--- src/rtl/space_invaders_pkg.sv ---
// space_invaders_pkg: shared screen/ship constants, colour codes, bomb slot states and coordinate helpers
package space_invaders_pkg;
  localparam int DEF_SCREEN_HEIGHT = 480;
  localparam int DEF_SHIP_WIDTH    = 60;
  localparam int DEF_SHIP_HEIGHT   = 30;
  localparam int DEF_V_OFFSET      = 10;
  localparam logic [2:0] BACKGROUND = 3'd0;
  localparam logic [2:0] EXPLOSION  = 3'd1;
  localparam logic [2:0] LASER      = 3'd2;
  localparam logic [2:0] BOMB       = 3'd4;
  typedef enum logic [1:0] {IDLE, FALLING, HIT} slot_state_t;
  // Signed 11-bit difference so coordinates near 0 never wrap into large values
  function automatic logic signed [10:0] sdiff(input logic [9:0] a, input logic [9:0] b);
    return $signed({1'b0, a}) - $signed({1'b0, b});
  endfunction
  function automatic logic in_span(input logic signed [10:0] d, input logic signed [10:0] half);
    return (d >= -half) && (d <= half);
  endfunction
endpackage

--- src/rtl/bomb_slot.sv ---
// bomb_slot: one falling bomb with its FSM, position, explosion timer, collision and pixel-in-box flags
module bomb_slot
  import space_invaders_pkg::*;
#(
  parameter int SCREEN_HEIGHT  = DEF_SCREEN_HEIGHT,
  parameter int SHIP_WIDTH     = DEF_SHIP_WIDTH,
  parameter int SHIP_HEIGHT    = DEF_SHIP_HEIGHT,
  parameter int V_OFFSET       = DEF_V_OFFSET,
  parameter int BOMB_HALF_W    = 2,
  parameter int BOMB_HALF_H    = 6,
  parameter int STEP_MOTION    = 2,
  parameter int EXPLODE_FRAMES = 8
) (
  input  logic        clk,
  input  logic        reset_n,
  input  logic        enable,
  input  logic        launch,
  input  logic [9:0]  launch_x,
  input  logic [9:0]  launch_y,
  input  logic [9:0]  gun_position,
  input  logic [9:0]  h_pos,
  input  logic [9:0]  v_pos,
  output slot_state_t state,
  output logic        hit,
  output logic        in_bomb,
  output logic        in_explode
);
  localparam int CW = $clog2(EXPLODE_FRAMES + 1);
  localparam logic [10:0] SHIP_TOP = 11'(SCREEN_HEIGHT - V_OFFSET - SHIP_HEIGHT);
  localparam logic [9:0] OFF_Y = 10'(SCREEN_HEIGHT - BOMB_HALF_H);
  localparam logic signed [10:0] HIT_HALF = 11'(SHIP_WIDTH / 2 + BOMB_HALF_W - 1);
  localparam logic signed [10:0] BW = 11'(BOMB_HALF_W);
  localparam logic signed [10:0] EW = 11'(2 * BOMB_HALF_W);
  localparam logic signed [10:0] BH = 11'(BOMB_HALF_H);
  slot_state_t state_d;
  logic [9:0] x, y, x_d, y_d;
  logic [CW-1:0] cnt, cnt_d;
  logic collide, in_h_bomb, in_h_explode, in_v;
  // Collision tests the position held before this frame's move
  assign collide = (11'(y) + 11'(BOMB_HALF_H) >= SHIP_TOP) && in_span(sdiff(x, gun_position), HIT_HALF);
  assign in_h_bomb = in_span(sdiff(h_pos, x), BW);
  assign in_h_explode = in_span(sdiff(h_pos, x), EW);
  assign in_v = in_span(sdiff(v_pos, y), BH);
  // State, position and explosion timer registers
  always_ff @(posedge clk or negedge reset_n) begin
    if (!reset_n) begin
      state <= IDLE;
      x     <= '0;
      y     <= '0;
      cnt   <= '0;
    end else begin
      state <= state_d;
      x     <= x_d;
      y     <= y_d;
      cnt   <= cnt_d;
    end
  end
  // Next state: launch loads position; frame tick moves, hits or retires the bomb
  always_comb begin
    state_d = state;
    x_d     = x;
    y_d     = y;
    cnt_d   = cnt;
    if (launch) begin
      state_d = FALLING;
      x_d     = launch_x;
      y_d     = launch_y;
    end else if (enable && state == FALLING) begin
      if (collide) begin
        state_d = HIT;
        cnt_d   = CW'(EXPLODE_FRAMES);
      end else if (y >= OFF_Y) begin
        state_d = IDLE;
      end else begin
        y_d = y + 10'(STEP_MOTION);
      end
    end else if (enable && state == HIT) begin
      cnt_d = cnt - CW'(1);
      if (cnt == CW'(1)) begin
        state_d = IDLE;
        x_d     = '0;
        y_d     = '0;
      end
    end
  end
  // Outputs: collision pulse for this frame and pixel membership in bomb/explosion boxes
  always_comb begin
    hit        = enable && state == FALLING && collide;
    in_bomb    = state == FALLING && in_h_bomb && in_v;
    in_explode = state == HIT && in_h_explode && in_v;
  end
endmodule

--- src/rtl/alien_bomb.sv ---
// alien_bomb: pool of falling alien bombs with launch arbitration, cooldown, ship-hit pulse and pixel colour
module alien_bomb
  import space_invaders_pkg::*;
#(
  parameter int NUM_BOMBS      = 2,
  parameter int SCREEN_HEIGHT  = DEF_SCREEN_HEIGHT,
  parameter int SHIP_WIDTH     = DEF_SHIP_WIDTH,
  parameter int SHIP_HEIGHT    = DEF_SHIP_HEIGHT,
  parameter int V_OFFSET       = DEF_V_OFFSET,
  parameter int BOMB_HALF_W    = 2,
  parameter int BOMB_HALF_H    = 6,
  parameter int STEP_MOTION    = 2,
  parameter int COOLDOWN       = 60,
  parameter int EXPLODE_FRAMES = 8
) (
  input  logic                 clk,
  input  logic                 reset_n,
  input  logic                 enable,
  input  logic                 dropReq,
  input  logic [9:0]           dropX,
  input  logic [9:0]           dropY,
  input  logic [9:0]           gunPosition,
  input  logic [9:0]           hPos,
  input  logic [9:0]           vPos,
  output logic                 dropAck,
  output logic                 hitShip,
  output logic [NUM_BOMBS-1:0] bombsActive,
  output logic [2:0]           colorBomb
);
  localparam int CDW = $clog2(COOLDOWN + 1);
  slot_state_t state [NUM_BOMBS];
  logic [NUM_BOMBS-1:0] idle, grant, hit, in_bomb, in_explode;
  logic [CDW-1:0] cooldown;
  logic launch;
  assign launch = dropReq && cooldown == '0 && |idle;
  assign grant = launch ? idle & (~idle + NUM_BOMBS'(1)) : '0;
  for (genvar i = 0; i < NUM_BOMBS; i++) begin : g_slot
    bomb_slot #(
      .SCREEN_HEIGHT(SCREEN_HEIGHT), .SHIP_WIDTH(SHIP_WIDTH), .SHIP_HEIGHT(SHIP_HEIGHT),
      .V_OFFSET(V_OFFSET), .BOMB_HALF_W(BOMB_HALF_W), .BOMB_HALF_H(BOMB_HALF_H),
      .STEP_MOTION(STEP_MOTION), .EXPLODE_FRAMES(EXPLODE_FRAMES)
    ) u_slot (
      .clk(clk), .reset_n(reset_n), .enable(enable), .launch(grant[i]),
      .launch_x(dropX), .launch_y(dropY), .gun_position(gunPosition),
      .h_pos(hPos), .v_pos(vPos), .state(state[i]),
      .hit(hit[i]), .in_bomb(in_bomb[i]), .in_explode(in_explode[i])
    );
    assign idle[i] = state[i] == IDLE;
    assign bombsActive[i] = state[i] != IDLE;
  end
  // Cooldown between launches; a reload on launch beats the frame decrement
  always_ff @(posedge clk or negedge reset_n) begin
    if (!reset_n) cooldown <= '0;
    else if (launch) cooldown <= CDW'(COOLDOWN);
    else if (enable && cooldown != '0) cooldown <= cooldown - CDW'(1);
  end
  // Registered pulses and colour, explosion drawn over bombs
  always_ff @(posedge clk or negedge reset_n) begin
    if (!reset_n) begin
      dropAck   <= 1'b0;
      hitShip   <= 1'b0;
      colorBomb <= BACKGROUND;
    end else begin
      dropAck   <= launch;
      hitShip   <= |hit;
      colorBomb <= |in_explode ? EXPLOSION : |in_bomb ? BOMB : BACKGROUND;
    end
  end
endmodule

--- config.mk ---
export PLATFORM = sky130hd
export DESIGN_NAME = alien_bomb
export DESIGN_NICKNAME = d
export VERILOG_FILES = /design/src/rtl/space_invaders_pkg.sv /design/src/rtl/bomb_slot.sv /design/src/rtl/alien_bomb.sv
export SDC_FILE = /design/constraint.sdc
export NUM_CORES = 1
export LEC_CHECK = 0
export BUFFER_PORTS_ARGS = -buffer_cell sky130_fd_sc_hd__buf_4
export CAP_MARGIN = 10
export CORE_ASPECT_RATIO = 1.25
export CORE_MARGIN = 4
export CORE_UTILIZATION = 55
export DETAILED_ROUTE_END_ITERATION = 6
export PLACE_DENSITY = 0.78
export SETUP_SLACK_MARGIN = 0.02
export SLEW_MARGIN = 10
export SYNTH_ARGS = -nofsm -noshare
export SYNTH_HDL_FRONTEND = slang
export SYNTH_SLANG_ARGS = --single-unit
--- constraint.sdc ---
create_clock -name clk -period 2.7 [get_ports clk]
set_input_delay 0.54 -clock clk [delete_from_list [all_inputs] [get_ports clk]]
set_output_delay 0.54 -clock clk [all_outputs]
set_load 0.005 [all_outputs]
Word level (Yosys, flattened, before mapping)

Cells that the tools add are included.

Flip-flop bits (word level): 63
Bits of input ports: 54

$add $sub $neg: 14
Order comparisons: 20
Eq/ne operators: 16
Muxes and demuxes: 39
Bitwise gates (word level): 4
Reductions and logical operators: 56

Operator list:

| operator                                                                | count |
|---|---|
| 10-bit 2-to-1 mux                                                       | 16 |
| 10-bit by 10-bit subtractor with 11-bit output                          | 6 |
| 11-bit by 4-bit <= comparator with 1-bit output, second input constant  | 4 |
| 1-bit logical AND                                                       | 27 |
| 2-bit 2-to-1 mux                                                        | 13 |
| 4-bit 2-to-1 mux                                                        | 6 |
| 10-bit by 3-bit adder with 11-bit output, second input constant         | 2 |
| 11-bit by 2-bit >= comparator with 1-bit output, second input constant  | 2 |
| 11-bit by 3-bit >= comparator with 1-bit output, second input constant  | 2 |
| 11-bit by 4-bit >= comparator with 1-bit output, second input constant  | 2 |
| 11-bit by 6-bit >= comparator with 1-bit output, second input constant  | 2 |
| 11-bit by 9-bit >= comparator with 1-bit output, second input constant  | 2 |
| 11-bit by 3-bit <= comparator with 1-bit output, second input constant  | 2 |
| 11-bit by 6-bit <= comparator with 1-bit output, second input constant  | 2 |
| 10-bit by 2-bit adder with 10-bit output, second input constant         | 2 |
| 10-bit by 9-bit >= comparator with 1-bit output, second input constant  | 2 |
| 3-bit AND reduction                                                     | 6 |
| 2-bit nonzero test                                                      | 9 |
| 6-bit 2-to-1 mux                                                        | 2 |
| 3-bit inequality test, second input constant                            | 4 |
| 3-bit nonzero test                                                      | 4 |
| 4-bit by 1-bit == test with 1-bit output, second input constant         | 2 |
| 4-bit by 3-bit inequality test with 1-bit output, second input constant | 2 |
| 4-bit AND reduction                                                     | 2 |
| other kinds (15)                                                        | 26 |

Longest topological paths before layout

Word-level depth: 8
Depth in mapped cells: 14

By module

A second synthesis with hierarchy kept.

Cells, all modules: 799
Area, all modules: 6597.6 sq um

By module, submodules not included:

| module                        | times used | cells an instance | area each (sq um) |
|---|---|---|---|
| bomb_slot at g_slot[0].u_slot | 1          | 386               | 3047.9 |
| bomb_slot at g_slot[1].u_slot | 1          | 359               | 2981.6 |
| alien_bomb                    | 1          | 54                | 568.0 |

Least setup slack after synthesis

No wires, ideal clock.

Path kind: input to register
From: input port vPos[0]
To: register colorBomb[2]
Setup time: 0.077 ns
Arrival time: 3.017 ns
Data required time: 2.623 ns
Setup slack: -0.395 ns
Stages: 13
Path through: inv_1 ha_1 inv_1 fa_1 a21o_1 a311o_1 a21o_1 a21oi_2 nand2_1 a2111oi_2 nor2_1 or3_1 a21oi_1

Cells in the longest elaborated chain, start to end: 7
Elaborated cells on any way between the ends: 16
Those cells by class: add/sub (2); order compare (4); mux (2); reduce/logical (8)

Ends and longest elaborated chain:

| item                                                                                                               | line                     | text |
|---|---|---|
| start: declaration                                                                                                 | alien_bomb.sv:24         | `input logic [9:0] vPos,` |
| 10-bit by 10-bit subtractor with 11-bit output                                                                     | space_invaders_pkg.sv:14 | `return $signed({1'b0, a}) - $signed({1'b0, b});` |
| 11-bit by 4-bit >= comparator with 1-bit output or 11-bit by 4-bit <= comparator with 1-bit output (tied branches) | space_invaders_pkg.sv:17 | `return (d >= -half) && (d <= half);` |
| 1-bit logical AND                                                                                                  | space_invaders_pkg.sv:17 |  |
| 1-bit logical AND                                                                                                  | bomb_slot.sv:89          | `in_bomb = state == FALLING && in_h_bomb && in_v;` |
| 2-bit OR reduction                                                                                                 | alien_bomb.sv:66         | `colorBomb <= \|in_explode ? EXPLOSION : \|in_bomb ? BOMB : BACKGROUND;` |
| 3-bit 2-to-1 mux                                                                                                   | alien_bomb.sv:66         |  |
| 3-bit 2-to-1 mux (*)                                                                                               | alien_bomb.sv:66         |  |
| end signal: assignment                                                                                             | alien_bomb.sv:66         |  |
| end: declaration                                                                                                   | alien_bomb.sv:28         | `output logic [2:0] colorBomb` |

Mark *: on every way between the ends. The rest lies on a longest branch, timed or not.
A chain may end at the register's enable or synchronous reset.

Final worst setup path

From: register g_slot[0].u_slot.x[0]
To: register g_slot[0].u_slot.y[7]

Cells in the longest elaborated chain, start to end: 6
Elaborated cells on any way between the ends: 7
Those cells by class: add/sub (1); order compare (2); eq/ne (1); reduce/logical (3)

Ends and longest elaborated chain:

| item                                                                                                               | line                     | text |
|---|---|---|
| start: declaration                                                                                                 | bomb_slot.sv:36          | `logic [9:0] x, y, x_d, y_d;` |
| start signal: assignment                                                                                           | bomb_slot.sv:48          | `x <= '0;` |
| start signal: assignment                                                                                           | bomb_slot.sv:53          | `x <= x_d;` |
| 10-bit by 10-bit subtractor with 11-bit output (*)                                                                 | space_invaders_pkg.sv:14 |  |
| 11-bit by 6-bit >= comparator with 1-bit output or 11-bit by 6-bit <= comparator with 1-bit output (tied branches) | space_invaders_pkg.sv:17 |  |
| 1-bit logical AND (*)                                                                                              | space_invaders_pkg.sv:17 |  |
| 1-bit logical AND (*)                                                                                              | bomb_slot.sv:40          | `assign collide = (11'(y) + 11'(BOMB_HALF_H) >= SHIP_TOP) && in_span(sdiff(x, gun_position), HIT_HALF);` |
| 3-bit inequality test (no line) (*)                                                                                | -                        |  |
| 4-bit AND reduction (no line) (*)                                                                                  | -                        |  |
| end signal: assignment                                                                                             | bomb_slot.sv:54          | `y <= y_d;` |
| end: declaration                                                                                                   | bomb_slot.sv:36          |  |

Marked as above.

==> impl_results.html <==
<table>
<tr><th>Metric</th><th>Value</th></tr>
<tr><th colspan="2">Synthesis</th></tr>
<tr><td>Leading area contributor after synthesis</td><td>sky130_fd_sc_hd__dfrtp_1</td></tr>
<tr><td>Simple-gate share of the synthesized area</td><td>21.6%</td></tr>
<tr><td>Synth Area in XOR/XNOR</td><td>4.78%</td></tr>
<tr><td>Primary flip-flop cell chosen by synthesis mapping</td><td>sky130_fd_sc_hd__dfrtp_1</td></tr>
<tr><td>Post-synth cell types</td><td>79</td></tr>
<tr><td>Asr flop ratio synth</td><td>100%</td></tr>
<tr><td>Area share of the largest cell type after synthesis</td><td>24.2%</td></tr>
<tr><td>Part of the Yosys area used for sequential elements</td><td>24.2%</td></tr>
<tr><td>Number of nets produced by synthesis</td><td>924</td></tr>
<tr><td>YS warnings</td><td>0</td></tr>
<tr><td>Synth Register Bits</td><td>62</td></tr>
<tr><td>Per-instance average area after synthesis</td><td>8.07 sq um</td></tr>
<tr><td>Synthesized cell area</td><td>6410 sq um</td></tr>
<tr><td>Mux share of post-synthesis cell area</td><td>1.42%</td></tr>
<tr><td>Number of flops mapped to enable cells by yosys</td><td>0</td></tr>
<tr><td>Cells taking the most area after synthesis</td><td>sky130_fd_sc_hd__dfrtp_1 24%, sky130_fd_sc_hd__ha_1 14%, sky130_fd_sc_hd__inv_1 4.3%, sky130_fd_sc_hd__o21ai_0 4.1%, sky130_fd_sc_hd__a21oi_1 4.0%</td></tr>
<tr><td>Most used standard cell by instance count after synthesis</td><td>sky130_fd_sc_hd__inv_1</td></tr>
<tr><td>Combinational family with the most area after synthesis</td><td>compound AO/OA/AOI/OAI gates</td></tr>
<tr><td>Cells after synthesis</td><td>794</td></tr>
<tr><td>Complex-gate fraction of the synthesized area</td><td>26.8%</td></tr>
<tr><td>Area share of fa/ha/maj cells after synthesis</td><td>15.5%</td></tr>
<tr><td>Most instantiated cells after synthesis</td><td>73 x sky130_fd_sc_hd__inv_1, 70 x sky130_fd_sc_hd__ha_1, 62 x sky130_fd_sc_hd__dfrtp_1</td></tr>
<tr><th colspan="2">Clock network</th></tr>
<tr><td>Longest Clk Path Bufs</td><td>2</td></tr>
<tr><td>CTS Buf Count</td><td>9</td></tr>
<tr><td>TritonCTS clock tree</td><td>yes</td></tr>
<tr><td>Hold Buf Count CTS</td><td>0</td></tr>
<tr><td># H-tree levels</td><td>3</td></tr>
<tr><td>Clock latency of the later-clocked register in the worst-skew pair</td><td>0.35 ns</td></tr>
<tr><td>Number of clock sinks</td><td>62</td></tr>
<tr><td>Clk pin slew, worst setup/hold paths</td><td>0.06 ns</td></tr>
<tr><td>Clock root buffer</td><td>sky130_fd_sc_hd__clkbuf_16</td></tr>
<tr><th colspan="2">STA</th></tr>
<tr><td>Number of endpoints failing setup at the final stage</td><td>29</td></tr>
<tr><td>Final worst slack</td><td>-0.324 ns</td></tr>
<tr><td>RSZ-0062 raised after global routing</td><td>yes</td></tr>
<tr><td>Final count of hold timing violations</td><td>0</td></tr>
<tr><td>Max-slew headroom at the worst pin</td><td>25.8%</td></tr>
<tr><td>Share of the cycle needed by the critical path after routing</td><td>112%</td></tr>
<tr><td>Tightest hold margin</td><td>0.284 ns</td></tr>
<tr><td>Minimum clock period after layout</td><td>3.02 ns</td></tr>
<tr><td>Max-slew violation total from the final report</td><td>0</td></tr>
<tr><td>Actual transition at the worst max-transition pin</td><td>1.10 ns</td></tr>
<tr><td>Clk_skew</td><td>0.00897 ns</td></tr>
<tr><td>Highest attainable clock frequency</td><td>331 MHz</td></tr>
<tr><th colspan="2">Worst setup path</th></tr>
<tr><td>Kind of end point of the critical path</td><td>flip-flop</td></tr>
<tr><td>WS Path Type</td><td>flip-flop to flip-flop</td></tr>
<tr><td>Reg-to-reg critical path endpoint</td><td>g_slot[0].u_slot.y[7]$_DFFE_PN0P_</td></tr>
<tr><td>Peak per-stage delay on the critical path</td><td>0.39 ns</td></tr>
<tr><td>Cell mode on critical path</td><td>sky130_fd_sc_hd__inv_2</td></tr>
<tr><td>R2r startpoint</td><td>g_slot[0].u_slot.x[0]$_DFFE_PN0P_</td></tr>
<tr><td>Critical path arrival</td><td>3.25 ns</td></tr>
<tr><td>Required time reported for the critical path endpoint</td><td>2.92 ns</td></tr>
<tr><td>Startpoint type of the worst setup path</td><td>flip-flop</td></tr>
<tr><td>Number of cells on the worst reg-to-reg path</td><td>15</td></tr>
<tr><td>Cell Chain, Critical Path</td><td>inv_2 -&gt; ha_4 -&gt; inv_2 -&gt; fa_2 -&gt; a21oi_4 -&gt; buf_4 -&gt; a211oi_1 -&gt; nor3b_1 -&gt; a211oi_2 -&gt; nor4_1 -&gt; and4_2 -&gt; nor3_4 -&gt; nor2_4 -&gt; buf_12 -&gt; o221ai_2</td></tr>
<tr><td>Crit. Startpoint</td><td>g_slot[0].u_slot.x[0]$_DFFE_PN0P_</td></tr>
<tr><td>FF-to-FF setup slack</td><td>-0.32 ns</td></tr>
<tr><td>Cell at the slowest stage of the critical path</td><td>sky130_fd_sc_hd__dfrtp_1</td></tr>
<tr><td>Worst Path Max Fanout</td><td>5</td></tr>
<tr><th colspan="2">Power</th></tr>
<tr><td>Clock network fraction of total power</td><td>15.5%</td></tr>
<tr><td>Sw Ratio</td><td>43.9%</td></tr>
<tr><td>Leakage component of the power</td><td>3.99 nW</td></tr>
<tr><td>Ratio of total power to cell area</td><td>890 nW/um^2</td></tr>
<tr><td>Part of the total power dissipated in combinational logic</td><td>65.5%</td></tr>
<tr><td>Fraction of power consumed by sequential logic</td><td>19.0%</td></tr>
<tr><td>Maximum ir drop on the vdd rail</td><td>0.000436 V</td></tr>
<tr><td>Pint</td><td>4.45 mW</td></tr>
<tr><td>Power dissipated by switching net loads</td><td>3.48 mW</td></tr>
<tr><th colspan="2">Global route</th></tr>
<tr><td>Overall fraction of global-route tracks in use</td><td>31.7%</td></tr>
<tr><td>Initial antenna violation count</td><td>0</td></tr>
<tr><td>Final global-route overflow total</td><td>0</td></tr>
<tr><td>Pin count of the biggest net entering global routing</td><td>63</td></tr>
<tr><td>First-pass GRT wire length</td><td>34,600 um</td></tr>
<tr><td>Vias in the first global route</td><td>7,405</td></tr>
<tr><th colspan="2">Placed design</th></tr>
<tr><td>Area after DPL</td><td>8150 sq um</td></tr>
<tr><td># port buffers</td><td>59</td></tr>
<tr><td>Inst Count DP</td><td>1,109</td></tr>
<tr><td>DP Wirelength</td><td>15,900 um</td></tr>
<tr><td>Final estimated routing congestion in global placement</td><td>0.891</td></tr>
<tr><td>Worst slack after detailed placement</td><td>-0.574 ns</td></tr>
<tr><th colspan="2">Detailed routing</th></tr>
<tr><td>ANT nets after route</td><td>0</td></tr>
<tr><td>Average wire per cell in the routed design</td><td>19.2 um</td></tr>
<tr><td>Detailed Route WL</td><td>21,900 um</td></tr>
<tr><td>Via count</td><td>7,157</td></tr>
<tr><td>Post-route DRC violation count</td><td>0</td></tr>
<tr><td>DR vias/cell</td><td>6.28</td></tr>
<tr><td>Iter 0 DRT Violations</td><td>563</td></tr>
<tr><td>Router iterations before antenna repair</td><td>6</td></tr>
<tr><th colspan="2">Status</th></tr>
<tr><td>Failing checks</td><td>negative setup slack</td></tr>
<tr><td>Status</td><td>finished with violations</td></tr>
<tr><th colspan="2">Die</th></tr>
<tr><td>Cell row count</td><td>43</td></tr>
<tr><td>CORE AREA</td><td>11,200 sq um</td></tr>
<tr><td>Initial standard-cell utilization of the core</td><td>57.0%</td></tr>
<tr><td>Area of the die</td><td>13,500 sq um</td></tr>
<tr><td>Die Wd</td><td>105 um</td></tr>
<tr><td># IOs</td><td>61</td></tr>
<tr><td>DIE HEIGHT</td><td>129 um</td></tr>
<tr><th colspan="2">Finish</th></tr>
<tr><td>Area added between synthesis and finish</td><td>39.0%</td></tr>
<tr><td>Number of antenna diodes</td><td>0</td></tr>
<tr><td>Nets</td><td>1,129</td></tr>
<tr><td>Final cell utilization of the core</td><td>79.2%</td></tr>
<tr><td>Share of layout cells above drive strength 1</td><td>33.1%</td></tr>
<tr><td>Post-Layout Inst Area</td><td>8910 sq um</td></tr>
<tr><td>Non-filler cells, final</td><td>1,139</td></tr>
<tr><th colspan="2">Hold path</th></tr>
<tr><td>Type of the most critical hold path</td><td>input port to asynchronous set/reset pin</td></tr>
<tr><th colspan="2">Flow run</th></tr>
<tr><td>Maximum Capacitance Violations</td><td>0</td></tr>
</table>
[cell usage in the layout, fill, tap and decap left out, types with 20 or more instances in the layout]
master,n
sky130_fd_sc_hd__a21oi_1,37
sky130_fd_sc_hd__buf_4,209
sky130_fd_sc_hd__dfrtp_1,62
sky130_fd_sc_hd__ha_1,66
sky130_fd_sc_hd__inv_1,66
sky130_fd_sc_hd__nand2_1,60
sky130_fd_sc_hd__nor2_1,52
sky130_fd_sc_hd__nor3_1,26
sky130_fd_sc_hd__o21ai_0,43
sky130_fd_sc_hd__xnor2_1,20
[state kept, by name (all words and copies together) (netlist names)]
signal	flops
g_slot.u_slot.cnt	8
cooldown	6
g_slot.u_slot.x	20
hitShip	1
g_slot.u_slot.state	4
g_slot.u_slot.y	20
dropAck	1
colorBomb	2
[repair_timing]
item / CTS / global route
pin swaps: 33 / 17
setup endpoints to repair: 30 / 30
buffers inserted: 8 / 7
gates resized for setup: 40 / 39
[layout make-up]
class | instances | area [sq um]
timing repair buffer | 214 | 1630
fill | 754 | 2330
clock buffer | 10 | 239
sequential | 62 | 1550
tap | 135 | 169
inverter | 73 | 290
multi-input combinational | 639 | 4960
clock inverter | 6 | 68.8
[metrics by stage]
stage	total power [mW]	TNS (ns)
floorplan	4.35	-0.249
global placement	5.84	-10.12
detailed placement	6.07	-12.33
CTS	7.52	-3.20
global route	8.51	-10.21
finish	7.93	-6.34
[critical path, delay by kind of cell, from the launching register on]
family | cells | cell delay (ns)
simple gates | 5 | 1.19
buf+inv | 4 | 0.41
fa+ha+maj | 2 | 0.49
compound gates | 4 | 0.41
flops | 1 | 0.39
[power by group through the flow]
stage	logic, mW	clock network [mW]	registers [mW]
after floorplan	2.91	0	1.44
after global placement	4.35	0	1.49
after detailed placement	4.57	0	1.50
after CTS	4.81	1.22	1.49
after global routing	5.70	1.27	1.54
final	5.20	1.23	1.51
[metal layers]
layer  vias to the layer above  routed length (um)  GRT usage (%)
li1                       3336                   -              -
met1                      3369                7850           32.7
met2                       340               11200           59.5
met3                       112                1350           5.07
met4                         0                1470           20.5
met5                         -                   0              0
[logic make-up after synthesis]
| family | Yosys count |
|---|---|
| AND/OR/NAND/NOR | 263 |
| AO/OA/AOI/OAI | 255 |
| buffers and inverters | 93 |
| adder cells (fa/ha/maj) | 76 |
| flip-flops | 62 |
| XOR/XNOR | 35 |
| multiplexers | 9 |
| other | 1 |
[worst max path at each step]
stage	to
after floorplan	colorBomb[2]$_DFF_PN0_
after global placement	colorBomb[2]$_DFF_PN0_
after detailed placement	colorBomb[2]$_DFF_PN0_
after global routing	g_slot[0].u_slot.y[6]$_DFFE_PN0P_
after CTS	colorBomb[2]$_DFF_PN0_
final	g_slot[0].u_slot.y[7]$_DFFE_PN0P_
Power figures use the tool's default switching activity.
